$ cat src/rtl/ws2812_driver.sv
// Purpose: serialises one GRB colour into the WS2812 single-wire protocol for a chain of LEDs, then a low latch gap.
// Latency: led_out rises on the same edge that captures the levels; bit k starts k*T_BIT cycles later.
// Backpressure: none; frames start only from IDLE while enable is high, and a started frame always completes.
// Ports: clk, reset (async active-low), enable, level_r/g/b [7:0] in; led_out, busy, frame_done (1-cycle pulse) out.
module ws2812_driver #(
  parameter int T0H          = 4,
  parameter int T1H          = 8,
  parameter int T_BIT        = 13,
  parameter int RESET_CYCLES = 600,
  parameter int NUM_LEDS     = 1
) (
  input  logic       clk,
  input  logic       reset,
  input  logic       enable,
  input  logic [7:0] level_r,
  input  logic [7:0] level_g,
  input  logic [7:0] level_b,
  output logic       led_out,
  output logic       busy,
  output logic       frame_done
);

  localparam int CMAX = (T_BIT > RESET_CYCLES) ? T_BIT : RESET_CYCLES;
  localparam int CW   = $clog2(CMAX);
  localparam int LW   = $clog2(NUM_LEDS + 1);

  localparam logic [CW-1:0] CYC_ONE   = CW'(1);
  localparam logic [CW-1:0] CYC_BITM1 = CW'(T_BIT - 1);
  localparam logic [CW-1:0] CYC_GAPM1 = CW'(RESET_CYCLES - 1);
  localparam logic [CW-1:0] CYC_T0H   = CW'(T0H);
  localparam logic [CW-1:0] CYC_T1H   = CW'(T1H);
  localparam logic [LW-1:0] LED_ONE   = LW'(1);
  localparam logic [LW-1:0] LED_LASTM = LW'(NUM_LEDS - 1);

  if (!(T0H >= 1 && T0H < T1H && T1H < T_BIT && RESET_CYCLES >= 1 && NUM_LEDS >= 1)) begin : g_param_check
    $error("ws2812_driver: illegal timing parameters");
  end

  typedef enum logic [1:0] {IDLE, SEND, GAP} state_t;

  state_t         state_q, state_d;
  logic [23:0]    colour_q, colour_d;
  logic [23:0]    shift_q, shift_d;
  logic [CW-1:0]  cyc_q, cyc_d;
  logic [4:0]     bit_q, bit_d;
  logic [LW-1:0]  led_cnt_q, led_cnt_d;
  logic           led_q, led_d;
  logic           busy_q, busy_d;
  logic           done_q, done_d;

  always_ff @(posedge clk or negedge reset) begin
    if (!reset) begin
      state_q   <= IDLE;
      colour_q  <= '0;
      shift_q   <= '0;
      cyc_q     <= '0;
      bit_q     <= '0;
      led_cnt_q <= '0;
      led_q     <= 1'b0;
      busy_q    <= 1'b0;
      done_q    <= 1'b0;
    end else begin
      state_q   <= state_d;
      colour_q  <= colour_d;
      shift_q   <= shift_d;
      cyc_q     <= cyc_d;
      bit_q     <= bit_d;
      led_cnt_q <= led_cnt_d;
      led_q     <= led_d;
      busy_q    <= busy_d;
      done_q    <= done_d;
    end
  end

  // led_out is registered, so each branch computes the level for the cycle
  // that the *next* counter/shift values describe.
  always_comb begin
    state_d   = state_q;
    colour_d  = colour_q;
    shift_d   = shift_q;
    cyc_d     = cyc_q;
    bit_d     = bit_q;
    led_cnt_d = led_cnt_q;
    led_d     = led_q;
    busy_d    = busy_q;
    done_d    = 1'b0;

    case (state_q)
      IDLE: begin
        led_d  = 1'b0;
        busy_d = 1'b0;
        if (enable) begin
          colour_d  = {level_g, level_r, level_b};
          shift_d   = {level_g, level_r, level_b};
          cyc_d     = '0;
          bit_d     = '0;
          led_cnt_d = '0;
          led_d     = 1'b1;
          busy_d    = 1'b1;
          state_d   = SEND;
        end
      end

      SEND: begin
        if (cyc_q == CYC_BITM1) begin
          cyc_d = '0;
          if (bit_q == 5'd23) begin
            if (led_cnt_q < LED_LASTM) begin
              // Later LEDs repeat the frame's captured colour, not the live inputs.
              shift_d   = colour_q;
              led_cnt_d = led_cnt_q + LED_ONE;
              bit_d     = '0;
              led_d     = 1'b1;
            end else begin
              led_d = 1'b0;
              // cyc counts elapsed low cycles including the current one, so
              // the gap is exactly RESET_CYCLES long counting the frame_done cycle.
              if (RESET_CYCLES == 1) begin
                state_d = IDLE;
                busy_d  = 1'b0;
                done_d  = 1'b1;
              end else begin
                state_d = GAP;
                cyc_d   = CYC_ONE;
              end
            end
          end else begin
            shift_d = {shift_q[22:0], 1'b0};
            bit_d   = bit_q + 5'd1;
            led_d   = 1'b1;
          end
        end else begin
          cyc_d = cyc_q + CYC_ONE;
          led_d = ((cyc_q + CYC_ONE) < (shift_q[23] ? CYC_T1H : CYC_T0H));
        end
      end

      GAP: begin
        led_d = 1'b0;
        if (cyc_q == CYC_GAPM1) begin
          state_d = IDLE;
          cyc_d   = '0;
          busy_d  = 1'b0;
          done_d  = 1'b1;
        end else begin
          cyc_d = cyc_q + CYC_ONE;
        end
      end

      default: begin
        state_d = IDLE;
        led_d   = 1'b0;
        busy_d  = 1'b0;
      end
    endcase
  end

  assign led_out    = led_q;
  assign busy       = busy_q;
  assign frame_done = done_q;

endmodule

$ cat config.mk
export PLATFORM = sky130hd
export DESIGN_NAME = ws2812_driver
export DESIGN_NICKNAME = d
export VERILOG_FILES = /design/src/rtl/ws2812_driver.sv
export SDC_FILE = /design/constraint.sdc
export NUM_CORES = 1
export LEC_CHECK = 0
export ABC_CLOCK_PERIOD_IN_PS = 2250
export CORE_ASPECT_RATIO = 0.7
export CORE_UTILIZATION = 45
export CTS_CLUSTER_DIAMETER = 80
export DETAILED_ROUTE_END_ITERATION = 10
export GPL_ROUTABILITY_DRIVEN = 0
export PLACE_DENSITY = 0.67
export SYNTH_ARGS = -nofsm -noshare
export SYNTH_HDL_FRONTEND = slang
export SYNTH_SLANG_ARGS = --single-unit
$ cat constraint.sdc
create_clock -name clk -period 2.25 [get_ports clk]
set_input_delay 0.45 -clock clk [delete_from_list [all_inputs] [get_ports clk]]
set_output_delay 0.45 -clock clk [all_outputs]
set_load 0.05 [all_outputs]
==> summary.md <==
| Metric | Value |
|---|---|
| Clock Sinks | 44 |
| Total grt overflow | 0 |
| Commonest cells post-synth | dfrtp_1 (44), nor2_1 (37), a21oi_1 (33) |
| Area after DPL | 2830 sq um |
| Clock share of power | 16.5% |
| Post-synth net total | 294 |
| Reg2reg path depth | 8 |
| P_int | 1.89 mW |
| Syn avg cell area | 9.45 sq um |
| Post-CTS sizing | 0 |
| Hold Violations, Final | 0 |
| Post-synth top area share | 44.8% |
| CTS clk-pin slew, worst paths | 0.09 ns |
| CTS tree | yes |
| Worst path arrival time | 2.18 ns |
| Biggest area consumer among synthesized cells | dfrtp_1 |
| Crit start category | flip-flop |
| Residual DRC | 0 |
| Io pins | 30 |
| CTS Buf Count | 5 |
| Worst r2r src | cyc_q[0]$_DFFE_PN0P_ |
| Register area share after synthesis | 44.8% |
| Reg2Reg Setup Slack | roughly 0.26 ns |
| Total Wirelength | 4870 um |
| HP Class | input pin to asynchronous set/reset pin |
| Max-cap violation count | 0 |
| Clk root buf | clkbuf_8 |
| Yosys cell types | 44 |
| Peak supply drop | 0.453 mV |
| DRT antenna net count | 0 |
| Largest net degree at the start of global routing | just under 50 |
| Switching Share | between 30 and 40% |
| Ys Warns | 0 |
| Minimum clock period | ~2.0 ns |
| Mapped Area | 2460 sq um |
| Height of the chip | 63.8 um |
| Port bufs | 29 |
| R2r endpoint | bit_q[0]$_DFFE_PN0P_ |
| Crit share post-route | 88.7% |
| Crit-path cells | inv_1, ha_1, and4bb_2, nand4_1, a21oi_4, buf_12, nand2b_1, o31ai_1 |
| Worst slew pin tran | 0.511 ns |
| Most area-consuming cells after synthesis | dfrtp_1 (45%), mux2i_1 (10%), a21oi_1 (6.7%), nor2_1 (5.7%), ha_1 (3.6%) |
| HPWL Detailed | ~3600 um |
| EDFF count, synth | 0 |
| P per Cell Area | 1070 nW/um^2 |
| Core area | 5260 sq um |
| All-layer global routing usage | 19.1% |
| DRT iter0 DRCs | 87 |
| CP startpoint | cyc_q[0]$_DFFE_PN0P_ |
| Ys flop type | dfrtp_1 |
| H-tree depth | 2 |
| Fraction of registers with async set or reset after synthesis | 100% |
| Initial antenna violation count | 0 |
| Cells after Synth | 260 |
| Clock Latency Late Sink | approximately 0.29 ns |
| Lkg Pwr | 1.24 nW |
| Inserted Diodes | 0 |
| RSZ-0062 raised after global routing | no |
| Initial Utilization | 46.7% |
| Post-placement setup slack | around 0.14 ns |
| Fill cells | 484 |
| Die Width | 90.3 um |
| Area delta synth->final | 19.0% |
| Slack of the critical path | 0.255 ns |
| Hold buffers post-CTS | 0 |
| Clock buffer depth | 2 |
| Worst-path maximum fanout | 48 |
| Global-route wire length before repair | about 8700 um |
| WS Path Type | flip-flop to flip-flop |
| Cell with the most instances after synthesis | dfrtp_1 |
| FMAX | 0.501 GHz |
| Fraction of layout cells with a size suffix above 1 | 8.68% |
| WP data required | 2.43 ns |
| Sequential share of power | 38.6% |
| Vias post-DR | 1,868 |
| Crit end category | flip-flop |
| Nets | 321 |
| Max-slew headroom at the worst pin | 65.9% |
| Setup bufs post-CTS | 0 |
| Post-Route Skew | 0.00972 ns |
| Post-DR vias/cell | around 5.2 |
| Sw Pwr | roughly 1.2 mW |
| Yosys reg bits | 44 |
| CP endpoint | bit_q[0]$_DFFE_PN0P_ |
| Final setup fails | 0 |
| Slowest stage delay, CP | between 0.4 and 0.5 ns |
| Avg WL per Cell | 13.5 um |
| Row cnt | 22 |
| First-pass DRT Iterations | 4 |
| Number of global-route vias before repair | 1,840 |
| Post-Route Setup TNS | 0 ns |
| Status | completed |
| Final Cell Area | 2920 sq um |
| Gate power share | 44.9% |
| Die area | 5760 sq um |
| Count of pins over their slew limit | 0 |
| CP max stage cell | dfrtp_1 |
-- final cells by class --
type                    count  area [sq um]  area share (%)
clock inverters             1          7.51           0.257
flip-flops and latches     44          1100            37.7
well taps                  72          90.1            3.08
repair buffers             36           363            12.4
multi-input cells         189          1230            42.2
inverters                  11          41.3            1.41
clock buffers               7          86.3            2.95
-- per-layer routing --
layer	vias to the layer above	routed length [um]	track usage, %
met5	-	0	0
li1	982	-	-
met3	5	170	3.93
met2	31	1900	27.5
met4	0	40	4.84
met1	850	2760	29.0
-- cell families after synthesis --
family	synth area share, %
fa+ha+maj	3.97
xor+xnor	1.43
simple gates	16.9
compound gates	16.3
mux	11.1
flops	44.8
buf+inv	5.50
-- placed cells by master (no fill, tap or decap), types with 2 or more instances in the layout --
cell type         n
dfrtp_1          44
nor2_1           37
a21oi_1          32
clkdlybuf4s50_1  28
mux2i_1          25
nand2_1          13
inv_1            11
nand3_1          10
a31oi_1           9
o21ai_0           7
ha_1              6
clkbuf_8          6
buf_4             5
nand4_1           4
xnor2_1           3
and2_1            3
o22ai_1           3
nor3_1            3
a21o_1            3
nor2b_1           2
and3_1            2
mux2_2            2
nand4b_1          2
nand2b_1          2
a21oi_4           2
buf_12            2
-- power groups by stage --
stage	Combinational, mW	Clock (mW)	Sequential, mW
3_5_place_dp	1.41	0	1.22
6_report	1.40	0.513	1.20
4_1_cts	1.41	0.522	1.21
3_3_place_gp	1.38	0	1.21
5_1_grt	1.58	0.556	1.24
2_1_floorplan	1.04	0	1.23
-- critical path, delay by kind of cell, from the launching register on --
kind,cells,cell delay [ns]
AND/OR/NAND/NOR,3,0.67
flip-flops,1,0.43
buffers and inverters,2,0.32
AO/OA/AOI/OAI,2,0.32
adder cells (fa/ha/maj),1,0.14
-- stage by stage --
step,cells,utilization (%),hold WS (ns),power [mW]
floorplan,260,-,0.154,2.27
global placement,352,53.8,0.447,2.60
detailed placement,352,53.8,0.450,2.62
CTS,360,55.6,0.133,3.13
global route,360,55.6,0.152,3.38
finish,360,55.6,0.119,3.12
-- registers in the layout, indices dropped and copies added (netlist names) --
register	cells
bit_q	5
busy	1
cyc_q	10
frame_done	1
led_out	1
shift_q	24
state_q	2
-- worst min path at each step --
stage | from | endpoint | slack (ns)
6_report | reset | shift_q[3]$_DFFE_PN0P_ | 0.12
5_1_grt | reset | shift_q[6]$_DFFE_PN0P_ | 0.15
4_1_cts | reset | bit_q[0]$_DFFE_PN0P_ | 0.13
3_5_place_dp | reset | cyc_q[6]$_DFFE_PN0P_ | 0.45
3_3_place_gp | reset | cyc_q[6]$_DFFE_PN0P_ | 0.45
2_1_floorplan | reset | bit_q[0]$_DFFE_PN0P_ | 0.15
Note: power is estimated with default switching activity, not from simulation.
